===== config.mk =====
export PLATFORM = sky130hd
export DESIGN_NAME = dbg_run_ctrl_flat
export DESIGN_NICKNAME = d
export VERILOG_FILES = /design/src/rtl/dbg_run_ctrl_if.sv /design/src/rtl/dbg_run_ctrl.sv /design/src/flat_wrapper.sv
export SDC_FILE = /design/constraint.sdc
export NUM_CORES = 1
export LEC_CHECK = 0
export BUFFER_PORTS_ARGS = -buffer_cell sky130_fd_sc_hd__buf_2
export CAP_MARGIN = 10
export CORE_MARGIN = 4
export CORE_UTILIZATION = 62
export CTS_CLUSTER_DIAMETER = 30
export DETAILED_ROUTE_END_ITERATION = 16
export GPL_TIMING_DRIVEN = 0
export PLACE_DENSITY = 0.86
export SLEW_MARGIN = 40
export SYNTH_ARGS = -nofsm -noshare
export SYNTH_HDL_FRONTEND = slang
export SYNTH_SLANG_ARGS = --single-unit

===== constraint.sdc =====
create_clock -name clk -period 6.5 [get_ports clk]
set_input_delay 0.65 -clock clk [delete_from_list [all_inputs] [get_ports clk]]
set_output_delay 0.65 -clock clk [all_outputs]
set_load 0.005 [all_outputs]

===== src/rtl/dbg_run_ctrl_if.sv =====
// Command channel between the serial debug unit (master) and the run/step controller (slave).
interface dbg_run_ctrl_if;
  logic        cmd_valid;
  logic [2:0]  cmd_op;
  logic [3:0]  cmd_idx;
  logic [31:0] cmd_arg;
  logic        cmd_ready;
  logic        cmd_err;

  modport master (output cmd_valid, cmd_op, cmd_idx, cmd_arg, input cmd_ready, cmd_err);
  modport slave  (input cmd_valid, cmd_op, cmd_idx, cmd_arg, output cmd_ready, cmd_err);
endinterface


===== src/rtl/dbg_run_ctrl.sv =====
// Run/step/halt controller for the multi-cycle CPU: clock-enable generation, PC breakpoints,
// saturating cycle counter and a halt-time snapshot of debug channels.
module dbg_run_ctrl #(
  parameter int NBP    = 4,
  parameter int CNT_W  = 32,
  parameter int DBG_CH = 8,
  parameter int DBG_W  = 16
) (
  input  logic                    clk,
  input  logic                    rstn,
  dbg_run_ctrl_if.slave           cmd,
  input  logic [31:0]             pc,
  input  logic                    stop,
  output logic                    cpu_en,
  output logic                    halted,
  output logic [1:0]              halt_cause,
  output logic [3:0]              bp_hit,
  output logic [CNT_W-1:0]        cyc_cnt,
  input  logic [DBG_CH*DBG_W-1:0] dbg_in,
  input  logic [3:0]              dbg_sel,
  output logic [DBG_W-1:0]        dbg_out
);
  typedef enum logic [1:0] {ST_HALTED, ST_STEPPING, ST_RUNNING} state_t;

  localparam logic [2:0] OP_STEP = 3'd1, OP_RUN = 3'd2, OP_HALT = 3'd3,
                         OP_SET_BP = 3'd4, OP_CLR_BP = 3'd5, OP_CLR_CNT = 3'd6, OP_BAD = 3'd7;

  state_t           state_reg;
  logic [CNT_W-1:0] step_left_reg;
  logic [CNT_W-1:0] cyc_cnt_reg;
  logic             skip_reg;
  logic [1:0]       halt_cause_reg;
  logic [3:0]       bp_hit_reg;
  logic             cmd_err_reg;
  logic [31:0]      bp_addr_reg [NBP];
  logic             bp_en_reg   [NBP];
  logic [DBG_W-1:0] snap_reg    [DBG_CH];

  logic [NBP-1:0]   bp_match;
  logic             any_match;
  logic [3:0]       match_idx;
  logic             bp_match_eff;
  logic             halt_now;
  logic [1:0]       cause_next;
  logic             err_now;
  logic [CNT_W-1:0] step_arg;

  wire op_step   = cmd.cmd_valid && (cmd.cmd_op == OP_STEP);
  wire op_run    = cmd.cmd_valid && (cmd.cmd_op == OP_RUN);
  wire op_halt   = cmd.cmd_valid && (cmd.cmd_op == OP_HALT);
  wire op_bp     = cmd.cmd_valid && ((cmd.cmd_op == OP_SET_BP) || (cmd.cmd_op == OP_CLR_BP));
  wire op_clrcnt = cmd.cmd_valid && (cmd.cmd_op == OP_CLR_CNT);
  wire idx_ok    = (32'(cmd.cmd_idx) < NBP);

  assign step_arg = cmd.cmd_arg[CNT_W-1:0];

  // Breakpoint registers; an out-of-range index matches no slot and is flagged as an error.
  for (genvar gi = 0; gi < NBP; gi++) begin : g_bp
    assign bp_match[gi] = bp_en_reg[gi] && (bp_addr_reg[gi] == pc);
    always_ff @(posedge clk or negedge rstn) begin
      if (!rstn) begin
        bp_addr_reg[gi] <= '0;
        bp_en_reg[gi]   <= 1'b0;
      end else if (op_bp && (cmd.cmd_idx == 4'(gi))) begin
        if (cmd.cmd_op == OP_SET_BP) begin
          bp_addr_reg[gi] <= cmd.cmd_arg;
          bp_en_reg[gi]   <= 1'b1;
        end else begin
          bp_en_reg[gi]   <= 1'b0;
        end
      end
    end
  end

  // Descending scan so the lowest matching index is the one reported.
  always_comb begin
    any_match = 1'b0;
    match_idx = '0;
    for (int i = NBP - 1; i >= 0; i--) begin
      if (bp_match[i]) begin
        any_match = 1'b1;
        match_idx = 4'(i);
      end
    end
  end

  assign bp_match_eff = any_match && !skip_reg;
  assign cpu_en = (state_reg != ST_HALTED) && !stop && !bp_match_eff &&
                  !((state_reg == ST_STEPPING) && (step_left_reg == '0));

  // Halt arbitration; the earlier branches already exclude stop/bp, so step_left==1 means a live step.
  always_comb begin
    halt_now   = 1'b0;
    cause_next = halt_cause_reg;
    if (state_reg != ST_HALTED) begin
      if (stop) begin
        halt_now   = 1'b1;
        cause_next = 2'd3;
      end else if (bp_match_eff) begin
        halt_now   = 1'b1;
        cause_next = 2'd2;
      end else if ((state_reg == ST_STEPPING) && (step_left_reg <= CNT_W'(1))) begin
        halt_now   = 1'b1;
        cause_next = 2'd1;
      end else if (op_halt) begin
        halt_now   = 1'b1;
        cause_next = 2'd0;
      end
    end
  end

  assign err_now = cmd.cmd_valid &&
                   ((cmd.cmd_op == OP_BAD) || (op_bp && !idx_ok) ||
                    ((op_step || op_run) && (state_reg != ST_HALTED)));

  always_ff @(posedge clk or negedge rstn) begin
    if (!rstn) begin
      state_reg      <= ST_HALTED;
      step_left_reg  <= '0;
      cyc_cnt_reg    <= '0;
      skip_reg       <= 1'b0;
      halt_cause_reg <= 2'd0;
      bp_hit_reg     <= 4'd0;
      cmd_err_reg    <= 1'b0;
    end else begin
      cmd_err_reg <= err_now;
      if (op_clrcnt) begin
        cyc_cnt_reg <= '0;
      end else if (cpu_en && !(&cyc_cnt_reg)) begin
        cyc_cnt_reg <= cyc_cnt_reg + CNT_W'(1);
      end
      if (cpu_en) begin
        skip_reg <= 1'b0;
      end
      if ((state_reg == ST_STEPPING) && cpu_en) begin
        step_left_reg <= step_left_reg - CNT_W'(1);
      end
      case (state_reg)
        ST_HALTED: begin
          if (op_step) begin
            state_reg     <= ST_STEPPING;
            step_left_reg <= (step_arg == '0) ? CNT_W'(1) : step_arg;
            skip_reg      <= 1'b1;
          end else if (op_run) begin
            state_reg <= ST_RUNNING;
            skip_reg  <= 1'b1;
          end
        end
        default: begin
          if (halt_now) begin
            state_reg      <= ST_HALTED;
            halt_cause_reg <= cause_next;
            if (cause_next == 2'd2) begin
              bp_hit_reg <= match_idx;
            end
          end
        end
      endcase
    end
  end

  // Snapshot is taken on exactly the edge that moves the FSM into HALTED.
  for (genvar gi = 0; gi < DBG_CH; gi++) begin : g_snap
    always_ff @(posedge clk or negedge rstn) begin
      if (!rstn) begin
        snap_reg[gi] <= '0;
      end else if (halt_now) begin
        snap_reg[gi] <= dbg_in[gi*DBG_W +: DBG_W];
      end
    end
  end

  always_comb begin
    dbg_out = '0;
    for (int k = 0; k < DBG_CH; k++) begin
      if (dbg_sel == 4'(k)) begin
        dbg_out = snap_reg[k];
      end
    end
  end

  assign halted        = (state_reg == ST_HALTED);
  assign halt_cause    = halt_cause_reg;
  assign bp_hit        = bp_hit_reg;
  assign cyc_cnt       = cyc_cnt_reg;
  assign cmd.cmd_ready = 1'b1;
  assign cmd.cmd_err   = cmd_err_reg;
endmodule


===== src/flat_wrapper.sv =====
// flat-port wrapper written by rule: the top's interface ports become plain ports
module dbg_run_ctrl_flat 
#(
  parameter int NBP    = 4,
  parameter int CNT_W  = 32,
  parameter int DBG_CH = 8,
  parameter int DBG_W  = 16
)
  (clk, rstn, pc, stop, cpu_en, halted, halt_cause, bp_hit, cyc_cnt, dbg_in, dbg_sel, dbg_out, cmd_cmd_valid, cmd_cmd_op, cmd_cmd_idx, cmd_cmd_arg, cmd_cmd_ready, cmd_cmd_err);
  dbg_run_ctrl_if cmd_i ();
  input  logic clk;
  input  logic rstn;
  input  logic [31:0] pc;
  input  logic stop;
  output logic cpu_en;
  output logic halted;
  output logic [1:0] halt_cause;
  output logic [3:0] bp_hit;
  output logic [CNT_W-1:0] cyc_cnt;
  input  logic [DBG_CH*DBG_W-1:0] dbg_in;
  input  logic [3:0] dbg_sel;
  output logic [DBG_W-1:0] dbg_out;
  input wire logic [$bits(cmd_i.cmd_valid)-1:0] cmd_cmd_valid;
  input wire logic [$bits(cmd_i.cmd_op)-1:0] cmd_cmd_op;
  input wire logic [$bits(cmd_i.cmd_idx)-1:0] cmd_cmd_idx;
  input wire logic [$bits(cmd_i.cmd_arg)-1:0] cmd_cmd_arg;
  output wire logic [$bits(cmd_i.cmd_ready)-1:0] cmd_cmd_ready;
  output wire logic [$bits(cmd_i.cmd_err)-1:0] cmd_cmd_err;
  assign cmd_i.cmd_valid = cmd_cmd_valid;
  assign cmd_i.cmd_op = cmd_cmd_op;
  assign cmd_i.cmd_idx = cmd_cmd_idx;
  assign cmd_i.cmd_arg = cmd_cmd_arg;
  assign cmd_cmd_ready = cmd_i.cmd_ready;
  assign cmd_cmd_err = cmd_i.cmd_err;
  dbg_run_ctrl #(.NBP(NBP), .CNT_W(CNT_W), .DBG_CH(DBG_CH), .DBG_W(DBG_W)) u_core (.clk(clk), .rstn(rstn), .cmd(cmd_i), .pc(pc), .stop(stop), .cpu_en(cpu_en), .halted(halted), .halt_cause(halt_cause), .bp_hit(bp_hit), .cyc_cnt(cyc_cnt), .dbg_in(dbg_in), .dbg_sel(dbg_sel), .dbg_out(dbg_out));
endmodule

-- After elaboration in Yosys (flattened, before gate mapping)
Cells that the tools add are included.
W data, S select, Z words.
- register bits: 334
- bits in latches: 0
- memory bits (writable): 0
- ROM bits: 0
- bits of input ports: 207
- output and inout bits: 58
- word-level logic and storage cells: 143
- memories kept: 0
- $add $sub $neg: 2
- $mul: 0
- divide/modulo/power cells: 0
- $lt $le $gt $ge: 2
- equality and inequality tests: 24
- shift-type cells: 0
- multiplexer cells: 41
- bitwise logic cells: 1
- reduce and logical (&&, ||, !) cells: 50
- operator list (kind ; number):
    $mux W32 ; 6
    $eq A32 B32 Y1 ; 4
    $mux W16 ; 8
    $logic_not A32 Y1 ; 2
    $add A32 B1 Y32 const B ; 1
    $le A32 B1 Y1 const B ; 1
    $reduce_and A32 Y1 ; 1
    $sub A32 B1 Y32 const B ; 1
    $mux W2 ; 13
    $logic_and A1 B1 Y1 ; 24
    $eq A4 B2 Y1 const B ; 4
    $eq A4 B3 Y1 const B ; 4
    $mux W1 ; 14
    $eq A3 B3 Y1 const B ; 4
    $reduce_and A2 Y1 ; 6
    $eq A4 B1 Y1 const B ; 2
    $logic_not A4 Y1 ; 2
    $eq A3 B2 Y1 const B ; 2
    $logic_not A1 Y1 ; 6
    $reduce_bool A2 Y1 ; 3
    $logic_or A1 B1 Y1 ; 4
    $lt A4 B3 Y1 const B ; 1
    $eq A3 B1 Y1 const B ; 1
    $ne A3 B1 Y1 const B ; 1
    5 further kinds ; 5

-- Depth between registers and ports, before layout
- depth after elaboration: 14
- gate-level depth with buffers: 11
- mapped depth without buffers: 8

-- Worst setup path before layout
OpenSTA, ideal clock, no wires.
- path type: input -> output
- start: in pc[17]
- end: out cpu_en
- data arrival time: 2.603 ns
- required time: 5.850 ns
- path slack: 3.247 ns
- cell stages on the path: 9
- buffers on the path: 3
- cells stage by stage: xor2_1 -> nor4_1 -> nand4_1 -> or4_1 -> a41o_1 -> buf_6 -> buf_2 -> buf_1 -> and2_1
- longest elaborated chain between the ends: 10
- elaborated cells between the ends (all ways): 16
- those cells by class: eq/ne (4); mux (4); reduce/logical (8)
- RTL lines (item ; line ; source):
    from (decl) ; flat_wrapper.sv:13 ; input logic [31:0] pc;
    $eq A32 B32 Y1 ; dbg_run_ctrl.sv:59 ; assign bp_match[gi] = bp_en_reg[gi] && (bp_addr_reg[gi] == pc);
    $logic_and A1 B1 Y1 ; dbg_run_ctrl.sv:59 ;
    $mux W1 (3 in a row) ; dbg_run_ctrl.sv:80 ; if (bp_match[i]) begin
    $mux W1 * ; dbg_run_ctrl.sv:80 ;
    $logic_and A1 B1 Y1 * ; dbg_run_ctrl.sv:87 ; assign bp_match_eff = any_match && !skip_reg;
    $logic_not A1 Y1 * ; dbg_run_ctrl.sv:88 ; assign cpu_en = (state_reg != ST_HALTED) && !stop && !bp_match_eff &&
    $logic_and A1 B1 Y1 * (2 in a row) ; dbg_run_ctrl.sv:88 ;
    to (decl) ; flat_wrapper.sv:15 ; output logic cpu_en;
Every way passes the cells marked *; elsewhere a longest branch is shown, timed or not.

-- Worst setup path after layout
- start: reg u_core.bp_addr_reg[120] (netlist name)
- end: out cpu_en
- longest elaborated chain between the ends: 7
- RTL lines (item ; line ; source):
    from (decl) ; dbg_run_ctrl.sv:35 ; logic [31:0] bp_addr_reg [NBP];
    from (signal, indexed assignment) ; dbg_run_ctrl.sv:66 ; bp_addr_reg[gi] <= cmd.cmd_arg;
    $eq A32 B32 Y1 ; dbg_run_ctrl.sv:59 ;
    $logic_and A1 B1 Y1 ; dbg_run_ctrl.sv:59 ;
    $mux W1 ; dbg_run_ctrl.sv:80 ;
    $logic_and A1 B1 Y1 ; dbg_run_ctrl.sv:87 ;
    $logic_not A1 Y1 ; dbg_run_ctrl.sv:88 ;
    $logic_and A1 B1 Y1 (2 in a row) ; dbg_run_ctrl.sv:88 ;
Every way passes these cells.

==> impl_metrics.ini <==
[run_status]
status = completed

[drt]
first_pass_iters = 5
wl_met2_um = 25260
post_drt_wl_per_cell_um = 24.66
highest_layer = met5
wl_met1_um = 20020
vias = 13846
drc = 0
avgViaCountPerCell = 6.401
antenna_left = 0
routed-wl-met3_um = 4666
drtIter0Drc = 1574
wl_um = 53340

[setup_path]
required_ns = 5.85
worstSetupPathType = reg2out
cp-end-kind = primary output
slowest_stage = or4_1
critPathMaxStageDelay_ns = 0.72
path_max_fanout = 10
setup.worst_path.start_class = register
arrival_ns = 4.27
r2r_start = u_core.bp_addr_reg[120]
path_buf_inv = 4
cpLargestDelayFamily = simple AND/OR/NAND/NOR gates
cpMostUsedCell = buf_2
startpoint = u_core.bp_addr_reg[120]
timing.critical_path.cells = xor2_1 -> nor4_1 -> nand4_1 -> or4_1 -> a41o_1 -> buf_6 -> buf_2 -> buf_1 -> and2_1 -> buf_2
worst-r2r-setup-slack_ns = 2.64

[synthesis]
yosysWarnings = 0
synth.distinct_cells = 66
synthTopCellsByArea = dfrtp_1 49%, mux2_4 11%, mux2_2 9.2%, xor2_1 8.1%, nand2_1 2.1%
synth_edf_count = 0
syn_area_um2 = 16880
avgSynthCellArea_um2 = 11.99
synthArstFlopShare = 1.000
ys.flop_type = dfrtp_1
synth_top_area_cell = dfrtp_1
synthCells = 1408
yosysTopAreaCellShare = 0.4923
yosysSeqAreaShare = 0.4923
ys_ff_latch = 332

[cts]
cts_resized = 0
clk_pin_slew_ns = 0.05
clk_path_buf_depth = 3
tritoncts = done
clock-sinks = 332
holdBufCountCts = 1
cts_root_buf = clkbuf_16
clock_latency_ns = 0.60
post_cts_buffers = 0
htreeDepth = 3
cts_buffers = 74

[placement]
gp_congestion = 0.8989
dp.cells = 2012
dp_hpwl_um = 34940
port_buffers = 257

[cells_and_area]
syn2layout_area_growth_pct = 27.16
drive_gt1_frac = 0.3777
final_nets = 1959
final-seq-area_um2 = 8308
multi_input_area_um2 = 8030
fin_cells = 2163
fillers = 1468
post-route-util = 0.7986

[sta]
worst_pin_slew_ns = 0.8483
hold_viol = 0
rsz0062_at_grt = no
finalCriticalPeriod_ns = 4.923
relSlewSlack = 0.4345
post-route-period-util = 0.7574
final-setup-viol-count = 0
skew_ns = 0.05436
fin_tns_setup_ns = 0
clock.fmax_mhz = 203.1
slew_violations = 0

[global_route]
grt_start_max_net_pins = 78
grt_pass1_vias = 14831
antenna_found_initial = 20
gr-total-overflow = 0
grt_pass1_wl_um = 81810
grt_use_total = 0.3442

[power_and_ir_drop]
ir_drop_v = 0.0002564
finalPower_mw = 7.793
powerDensity_nw_per_um2 = 363.1
leakage_nw = 10.62

[floorplan]
num_rows = 60
num_io_pins = 265
die_h_um = 173.0
die_x_um = 173.0
initial_utilization = 0.6280
fp.coreArea_um2 = 26880
dieArea_um2 = 29930

[min_path]
hold_class = in2reg
hold_start = dbg_in[44]

[run]
max-cap-violations = 0
[final timing paths]
| path | endpoint | cells after the start |
|---|---|---|
| setup / recovery | cpu_en | 10 |
| max in group asynchronous | u_core.bp_addr_reg[65] | 4 |
| min in group asynchronous | u_core.cyc_cnt[28] | 2 |
| hold reg to reg | u_core.snap_reg[112] | 1 |
| hold / removal | u_core.snap_reg[92] | 2 |
| setup reg to reg | u_core.step_left_reg[14] | 11 |
[cell usage after synthesis (11+ instances only)]
master    number
a21oi_1       36
buf_12        11
clkbuf_1      43
dfrtp_1      332
inv_1         16
mux2_2       138
mux2_4       120
nand2_1       96
nand3_1       54
nand3b_1      11
nand4_1       21
nor2_1        78
nor2b_1       13
nor3_1        22
nor4_1        40
o211ai_1      18
o21ai_0       44
or3_1         13
xnor2_1       18
xor2_1       156
[cells by family (layout without fill, tap and decap cells)]
family          count (synthesis)  after routing  share of synthesized area
compound gates                147            147                    0.05531
xor+xnor                      174            174                    0.09030
simple gates                  394            394                     0.1211
flops                         332            332                     0.4923
mux                           268            268                     0.2048
fa+ha+maj                       4              4                   0.002965
buf+inv                        87            481                    0.03291
other cells                     2             22                  0.0004450
[per-stage QoR]
stage | worst slack, ns | area (um2) | hold slack (ns)
global placement | -1.432 | 18590 | 0.4851
floorplan | 3.247 | 16880 | 0.3544
detailed placement | 1.977 | 18730 | 0.4881
finish | 1.577 | 21460 | 0.3074
CTS | 1.715 | 21400 | 0.2908
global route | 1.418 | 21460 | 0.2898
[placed cells by master, fill, tap and decap left out, types with 10 or more instances in the layout]
master,count
clkbuf_1,52
mux2_4,120
o211ai_1,18
nor3_1,22
xnor2_1,18
nand3b_1,11
buf_12,12
dfrtp_1,332
nand3_1,54
nand4_1,21
xor2_1,156
o21ai_0,44
or3_1,13
mux2_2,138
nor2_1,78
clkbuf_8,13
inv_1,16
a22oi_1,10
mux2i_1,10
nor4_1,39
a21oi_1,36
nand2_1,96
nor2b_1,13
buf_2,257
clkbuf_16,74
diode_2,19
[power by group]
part	internal [mW]	leakage [nW]	switching, mW
combinational	0.643	5.08	0.473
sequential	2.47	4.26	0.304
clock	2.62	1.28	1.29
total	5.73	10.6	2.06
[final cells by class]
class | count | share of cell area
sequential | 332 | 0.3871
multi-input combinational | 990 | 0.3742
clock buffer | 96 | 0.09619
timing repair buffer | 263 | 0.06693
clock inverter | 35 | 0.02763
buffer | 70 | 0.02291
tap | 341 | 0.01988
inverter | 17 | 0.002973
antenna | 19 | 0.002215
[per-layer routing]
| layer | GRT usage | up-vias |
|---|---|---|
| li1 | - | 5726 |
| met3 | 0.07936 | 276 |
| met2 | 0.5518 | 952 |
| met5 | 0 | - |
| met4 | 0.2138 | 2 |
| met1 | 0.4252 | 6890 |
Power figures use the tool's default switching activity.
